--- src/rtl/rssb_pkg.sv ---
// rssb_pkg: shared types and constants for the RSSB multi-cycle core.
// The state enum, the halt-word generator and the retired-counter width live
// here so the core and any checker agree on them.
package rssb_pkg;

    // Core FSM states: an instruction walks FETCH -> DECODE -> EXEC.
    typedef enum logic [1:0] {
        ST_IDLE   = 2'd0,
        ST_FETCH  = 2'd1,
        ST_DECODE = 2'd2,
        ST_EXEC   = 2'd3
    } rssb_state_e;

    // Width of the retired-instruction counter (saturating).
    localparam int RETIRED_W = 16;

    // Widest data word the halt-word helper supports.
    localparam int HALT_MAX_W = 64;

    // All-ones word of the given width, zero-extended to HALT_MAX_W bits.
    // Callers truncate the result to their own data width.
    function automatic logic [HALT_MAX_W-1:0] halt_word(input int unsigned width);
        return ~({HALT_MAX_W{1'b1}} << width);
    endfunction

endpackage

--- src/rtl/rssb_mem.sv ---
// rssb_mem: single-port RAM, WIDTH x DEPTH, synchronous read with one cycle
// of latency and one write port. Contents are not reset.
module rssb_mem #(
    parameter int WIDTH = 8,
    parameter int DEPTH = 16,
    localparam int AW   = $clog2(DEPTH)
) (
    input  logic             i_clk,
    input  logic             i_we,
    input  logic [AW-1:0]    i_addr,
    input  logic [WIDTH-1:0] i_wdata,
    output logic [WIDTH-1:0] o_rdata
);

    logic [WIDTH-1:0] r_mem [DEPTH];

    // Write on strobe; always register the word at the current address.
    // The core never needs a read and a write in the same cycle.
    always_ff @(posedge i_clk) begin
        if (i_we) begin
            r_mem[i_addr] <= i_wdata;
        end
        o_rdata <= r_mem[i_addr];
    end

endmodule

--- src/rtl/rssb_multicycle.sv ---
// rssb_multicycle: parametrised multi-cycle RSSB (reverse-subtract,
// skip-if-borrow) core with on-chip memory, host load port, start/done
// handshake, halt detection and a saturating retired-instruction counter.
//
// Handshake: start is accepted on a rising edge only while busy=0; busy is
// high from that edge until the edge on which the halt word is decoded, and
// done is high for exactly the following cycle. load_en writes only while idle.
//
// Build option RSSB_OUT_EN: when defined, address DEPTH-1 acts as an output
// port for EXEC writes (out_valid/out_data); when undefined it is plain memory
// and out_valid/out_data stay 0.
module rssb_multicycle
    import rssb_pkg::*;
#(
    parameter int WIDTH      = 8,
    parameter int DEPTH      = 16,
    parameter int START_ADDR = 0,
    localparam int AW        = $clog2(DEPTH)
) (
    input  logic                 clk,
    input  logic                 rst,
    input  logic                 start,
    input  logic                 load_en,
    input  logic [AW-1:0]        load_addr,
    input  logic [WIDTH-1:0]     load_data,
    output logic                 busy,
    output logic                 done,
    output logic [AW-1:0]        pc_out,
    output logic [WIDTH-1:0]     acc_out,
    output logic [RETIRED_W-1:0] retired,
    output logic                 out_valid,
    output logic [WIDTH-1:0]     out_data,
    output logic [1:0]           dbg_state
);

    localparam logic [WIDTH-1:0] HALT = WIDTH'(halt_word(WIDTH));

    rssb_state_e          r_state;
    logic [AW-1:0]        r_pc;
    logic [AW-1:0]        r_op1;
    logic [WIDTH-1:0]     r_acc;
    logic [RETIRED_W-1:0] r_retired;
    logic                 r_done;

    logic                 w_mem_we;
    logic [AW-1:0]        w_mem_addr;
    logic [WIDTH-1:0]     w_mem_wdata;
    logic [WIDTH-1:0]     w_rdata;
    logic [WIDTH-1:0]     w_r;
    logic [AW-1:0]        w_pc_next;
    logic                 w_exec_we;

    rssb_mem #(
        .WIDTH (WIDTH),
        .DEPTH (DEPTH)
    ) u_mem (
        .i_clk   (clk),
        .i_we    (w_mem_we),
        .i_addr  (w_mem_addr),
        .i_wdata (w_mem_wdata),
        .o_rdata (w_rdata)
    );

    // Reverse subtract: memory operand minus accumulator, wrapping.
    assign w_r = w_rdata - r_acc;

    // A negative result skips the next instruction; PC wraps modulo DEPTH.
    assign w_pc_next = w_r[WIDTH-1] ? (r_pc + AW'(2)) : (r_pc + AW'(1));

`ifdef RSSB_OUT_EN
    logic             r_out_valid;
    logic [WIDTH-1:0] r_out_data;

    // Results aimed at the top address go to the output port, not memory.
    assign w_exec_we = (r_op1 != AW'(DEPTH - 1));

    // Output port strobe: one cycle after an EXEC that targets the port.
    always_ff @(posedge clk or posedge rst) begin
        if (rst) begin
            r_out_valid <= 1'b0;
            r_out_data  <= '0;
        end else begin
            r_out_valid <= 1'b0;
            if (r_state == ST_EXEC && !w_exec_we) begin
                r_out_valid <= 1'b1;
                r_out_data  <= w_r;
            end
        end
    end

    assign out_valid = r_out_valid;
    assign out_data  = r_out_data;
`else
    assign w_exec_we = 1'b1;
    assign out_valid = 1'b0;
    assign out_data  = '0;
`endif

    // Memory port mux: host loads while idle, core fetch/operand/writeback otherwise.
    always_comb begin
        w_mem_we    = 1'b0;
        w_mem_addr  = load_addr;
        w_mem_wdata = load_data;
        case (r_state)
            ST_IDLE:   w_mem_we = load_en;
            ST_FETCH:  w_mem_addr = r_pc;
            ST_DECODE: w_mem_addr = w_rdata[AW-1:0];
            ST_EXEC: begin
                w_mem_addr  = r_op1;
                w_mem_wdata = w_r;
                w_mem_we    = w_exec_we;
            end
            default: ;
        endcase
    end

    // Core FSM and architectural state.
    always_ff @(posedge clk or posedge rst) begin
        if (rst) begin
            r_state   <= ST_IDLE;
            r_pc      <= '0;
            r_op1     <= '0;
            r_acc     <= '0;
            r_retired <= '0;
            r_done    <= 1'b0;
        end else begin
            r_done <= 1'b0;
            case (r_state)
                ST_IDLE: begin
                    if (start) begin
                        r_state   <= ST_FETCH;
                        r_pc      <= AW'(START_ADDR);
                        r_acc     <= '0;
                        r_retired <= '0;
                    end
                end
                ST_FETCH: begin
                    r_state <= ST_DECODE;
                end
                ST_DECODE: begin
                    if (w_rdata == HALT) begin
                        r_state <= ST_IDLE;
                        r_done  <= 1'b1;
                    end else begin
                        r_op1   <= w_rdata[AW-1:0];
                        r_state <= ST_EXEC;
                    end
                end
                ST_EXEC: begin
                    r_acc <= w_r;
                    r_pc  <= w_pc_next;
                    if (r_retired != {RETIRED_W{1'b1}}) begin
                        r_retired <= r_retired + 1'b1;
                    end
                    r_state <= ST_FETCH;
                end
                default: r_state <= ST_IDLE;
            endcase
        end
    end

    assign busy      = (r_state != ST_IDLE);
    assign done      = r_done;
    assign pc_out    = r_pc;
    assign acc_out   = r_acc;
    assign retired   = r_retired;
    assign dbg_state = r_state;

endmodule

--- config.mk ---
export PLATFORM = sky130hd
export DESIGN_NAME = rssb_multicycle
export DESIGN_NICKNAME = d
export VERILOG_FILES = /design/src/rtl/rssb_pkg.sv /design/src/rtl/rssb_mem.sv /design/src/rtl/rssb_multicycle.sv
export SDC_FILE = /design/constraint.sdc
export NUM_CORES = 1
export LEC_CHECK = 0
export ABC_AREA = 1
export CORE_MARGIN = 3
export CORE_UTILIZATION = 62
export DETAILED_ROUTE_END_ITERATION = 10
export PLACE_DENSITY = 0.9
export SETUP_SLACK_MARGIN = 0.02
export SYNTH_ARGS = -nofsm -noshare
export SYNTH_HDL_FRONTEND = slang
export SYNTH_SLANG_ARGS = --single-unit
--- constraint.sdc ---
create_clock -name clk -period 7.1 [get_ports clk]
set_input_delay 1.065 -clock clk [delete_from_list [all_inputs] [get_ports clk]]
set_output_delay 1.065 -clock clk [all_outputs]
set_load 0.03 [all_outputs]
==> results.ini <==
[floorplanning]
ios = 57
chipWidth_microns = 123
die_y_microns = 123
rows = 41
coreArea_sq_mm = 0.0129
start_util = 0.652
dieArea_sq_mm = 0.0150

[global_route]
grt.overflow.total = 0
grt_max_degree = 66
track_usage = 0.283
grt_pass1_vias = 5987
grt_pass1_wl_microns = 31800
grt_antenna_before_repair = 0

[detailed_routing]
first_iter_violations = 922
viasPerCell = 5.86
ant_nets = 0
firstDrtPassIters = 7
num_vias = 6632
wl_per_cell_microns = 17.7
drc_errors = 0
wirelength_microns = 20100

[sta]
setup_viol = 0
finalWorstSetupSlack_ps = 3240
rsz0062_at_grt = no
fmax_mhz = 259
fin_tns_setup_ps = 0
hold_violations = 0
post-route-period-util = 0.543
relSlewSlack = 0.236
worst_pin_slew_ps = 1150
skew_ps = 7.78
fin_crit_ps = 3860
report.final.slew_viol_count = 0

[logic_synthesis]
synth_area_leader_cell = edfxtp_1
ys_seq_elements = 171
ys_seq_area_frac = 0.579
ys_top_cells_by_area = edfxtp_1, nand2_1, dfrtp_1
ys_warn_count = 0
netlist_instances = 921
syn-cell-area_sq_mm = 0.00843
synth.avg_cell_area_sq_um = 9.15
netlist.area_leader.share = 0.456
yosysUniqueCellTypes = 38

[setup_path]
arrival_ps = 3930
crit_required_ps = 7170
reg2reg_slack_ps = 3240
r2r-start = dbg_state[0]$_DFFE_PP0P_
worstPathMaxFanout = 65
cp-end-kind = flip-flop
timing.rr.end = u_mem.r_mem[15][4]$_DFFE_PP_
worst_setup_path_start_kind = flip-flop
r2r_cells = 7
setup.worst_path.class = flip-flop to flip-flop

[worst_hold_path]
worstHoldStart = r_op1[2]$_DFFE_PP0P_
hold_path_depth = 2
hold_path_class = flip-flop to flip-flop
hold_path_end = r_op1[2]$_DFFE_PP0P_

[power_and_ir_drop]
p_clk_frac = 0.204
combinationalPowerShare = 0.478
p_leak_nw = 3.93
switching_share = 0.455
switchingPower_mw = 1.98
irDropWorstVdd_mv = 0.309
power-per-cell-area_mw_per_mm2 = 463
intPower_mw = 2.37
p_seq_frac = 0.318

[finish]
diodes = 0
area_growth_syn_to_layout_pct = 11.5
most-common-layout-cells = nand2_1, nand3_1, edfxtp_1
final_common_cell = nand2_1
nNetsFinal = 979
drive_gt1_frac = 0.0573

[clocking]
clk_pin_slew_ps = 60
cts_tree = done
cts_buffers = 17
htreeDepth = 4
clock_sinks = 171
ctsResizeCount = 0
cts_buffer_depth = 2
post_cts_buffers = 0
insertion_delay_ps = 440
cts-root-buf = clkbuf_16
cts_hold_repair.buffers = 0

[placed_design]
globalplace.congestion = 0.940
dp_slack_ps = 3150
dpl.hpwl_microns = 12700
io_buffers = 47

[run]
drv_cap = 0

[run_status]
status = finished clean

-- worst max path at each step --
stage | endpoint | slack (ps) | from
global placement | u_mem.r_mem[10][1]$_DFFE_PP_ | 3290 | load_addr[0]
finish | u_mem.r_mem[15][4]$_DFFE_PP_ | 3240 | dbg_state[0]$_DFFE_PP0P_
global route | u_mem.r_mem[13][3]$_DFFE_PP_ | 2970 | dbg_state[1]$_DFFE_PP0P_
CTS | u_mem.r_mem[15][1]$_DFFE_PP_ | 3350 | dbg_state[0]$_DFFE_PP0P_
detailed placement | u_mem.r_mem[10][2]$_DFFE_PP_ | 3150 | load_addr[0]
floorplan | u_mem.r_mem[10][0]$_DFFE_PP_ | 4430 | load_addr[0]
-- final cells by class --
cell class | count | area (sq um)
fillers | 885 | 3530
repair buffers | 48 | 478
multi-input cells | 646 | 3020
inverters | 63 | 236
well taps | 172 | 215
flip-flops and latches | 171 | 4880
clock inverters | 15 | 135
clock buffers | 17 | 425
-- logic make-up after synthesis --
kind of cell / synth area share
AOI/OAI and AO/OA: 0.0391
buffers and inverters: 0.0664
DFF: 0.579
xor gates and xnor gates: 0.00831
and+or+nand+nor: 0.282
other: 0.000445
adders and majority gates: 0.0246
-- metrics by stage --
step	total power, mW	cells	hold WS (ps)	instance area (sq um)	util
finish	4.35	1132	482	9390	0.727
global route	4.65	1132	515	9390	0.727
CTS	4.31	1132	481	9390	0.727
detailed placement	3.42	1100	467	8830	0.683
global placement	3.37	1100	461	8830	0.683
floorplan	2.96	929	442	8460	-
-- power by group through the flow --
stage	registers (mW)	clock network, mW	logic, mW
finish	1.38	0.886	2.08
global route	1.39	0.933	2.33
CTS	1.38	0.890	2.04
detailed placement	1.40	0	2.02
global placement	1.40	0	1.97
floorplan	1.45	0	1.51
-- Yosys cell counts, drive strengths merged --
master / count
or2: 6
nand3b: 1
o21ai: 29
a21oi: 16
edfxtp: 128
o22ai: 2
nand2: 327
xnor2: 4
xor2: 4
inv: 56
nor3: 6
a31o: 3
ha: 15
dfrtp: 35
clkinv: 7
nor2: 42
dfxtp: 8
buf: 45
a21boi: 1
a31oi: 1
conb: 1
fa: 1
nand3: 160
o21bai: 2
clkbuf: 4
nand4: 13
o31ai: 4
-- state kept, by name, indices dropped and copies added (netlist names) --
name           cells
dbg_state          2
acc_out            8
retired           16
pc_out             4
u_mem.r_mem      128
u_mem.o_rdata      8
done               1
r_op1              4
-- worst max-delay path: stages (launching register included) --
cell and delay (ps):
dfrtp_1 400, ha_1 700, nand2_1 220, nand3_1 160
nand2_2 630, nand2_1 340, nand3_1 320, nor2_1 670
-- per-layer routing --
| metal | vias to the layer above | part of all wire | GRT usage |
|---|---|---|---|
| met2 | 435 | 0.45 | 0.430 |
| met3 | 66 | 0.12 | 0.0645 |
| li1 | 3125 | - | - |
| met5 | - | 0 | 0 |
| met1 | 3006 | 0.40 | 0.398 |
| met4 | 0 | 0.029 | 0.112 |
(Power assumes the default switching activity.)
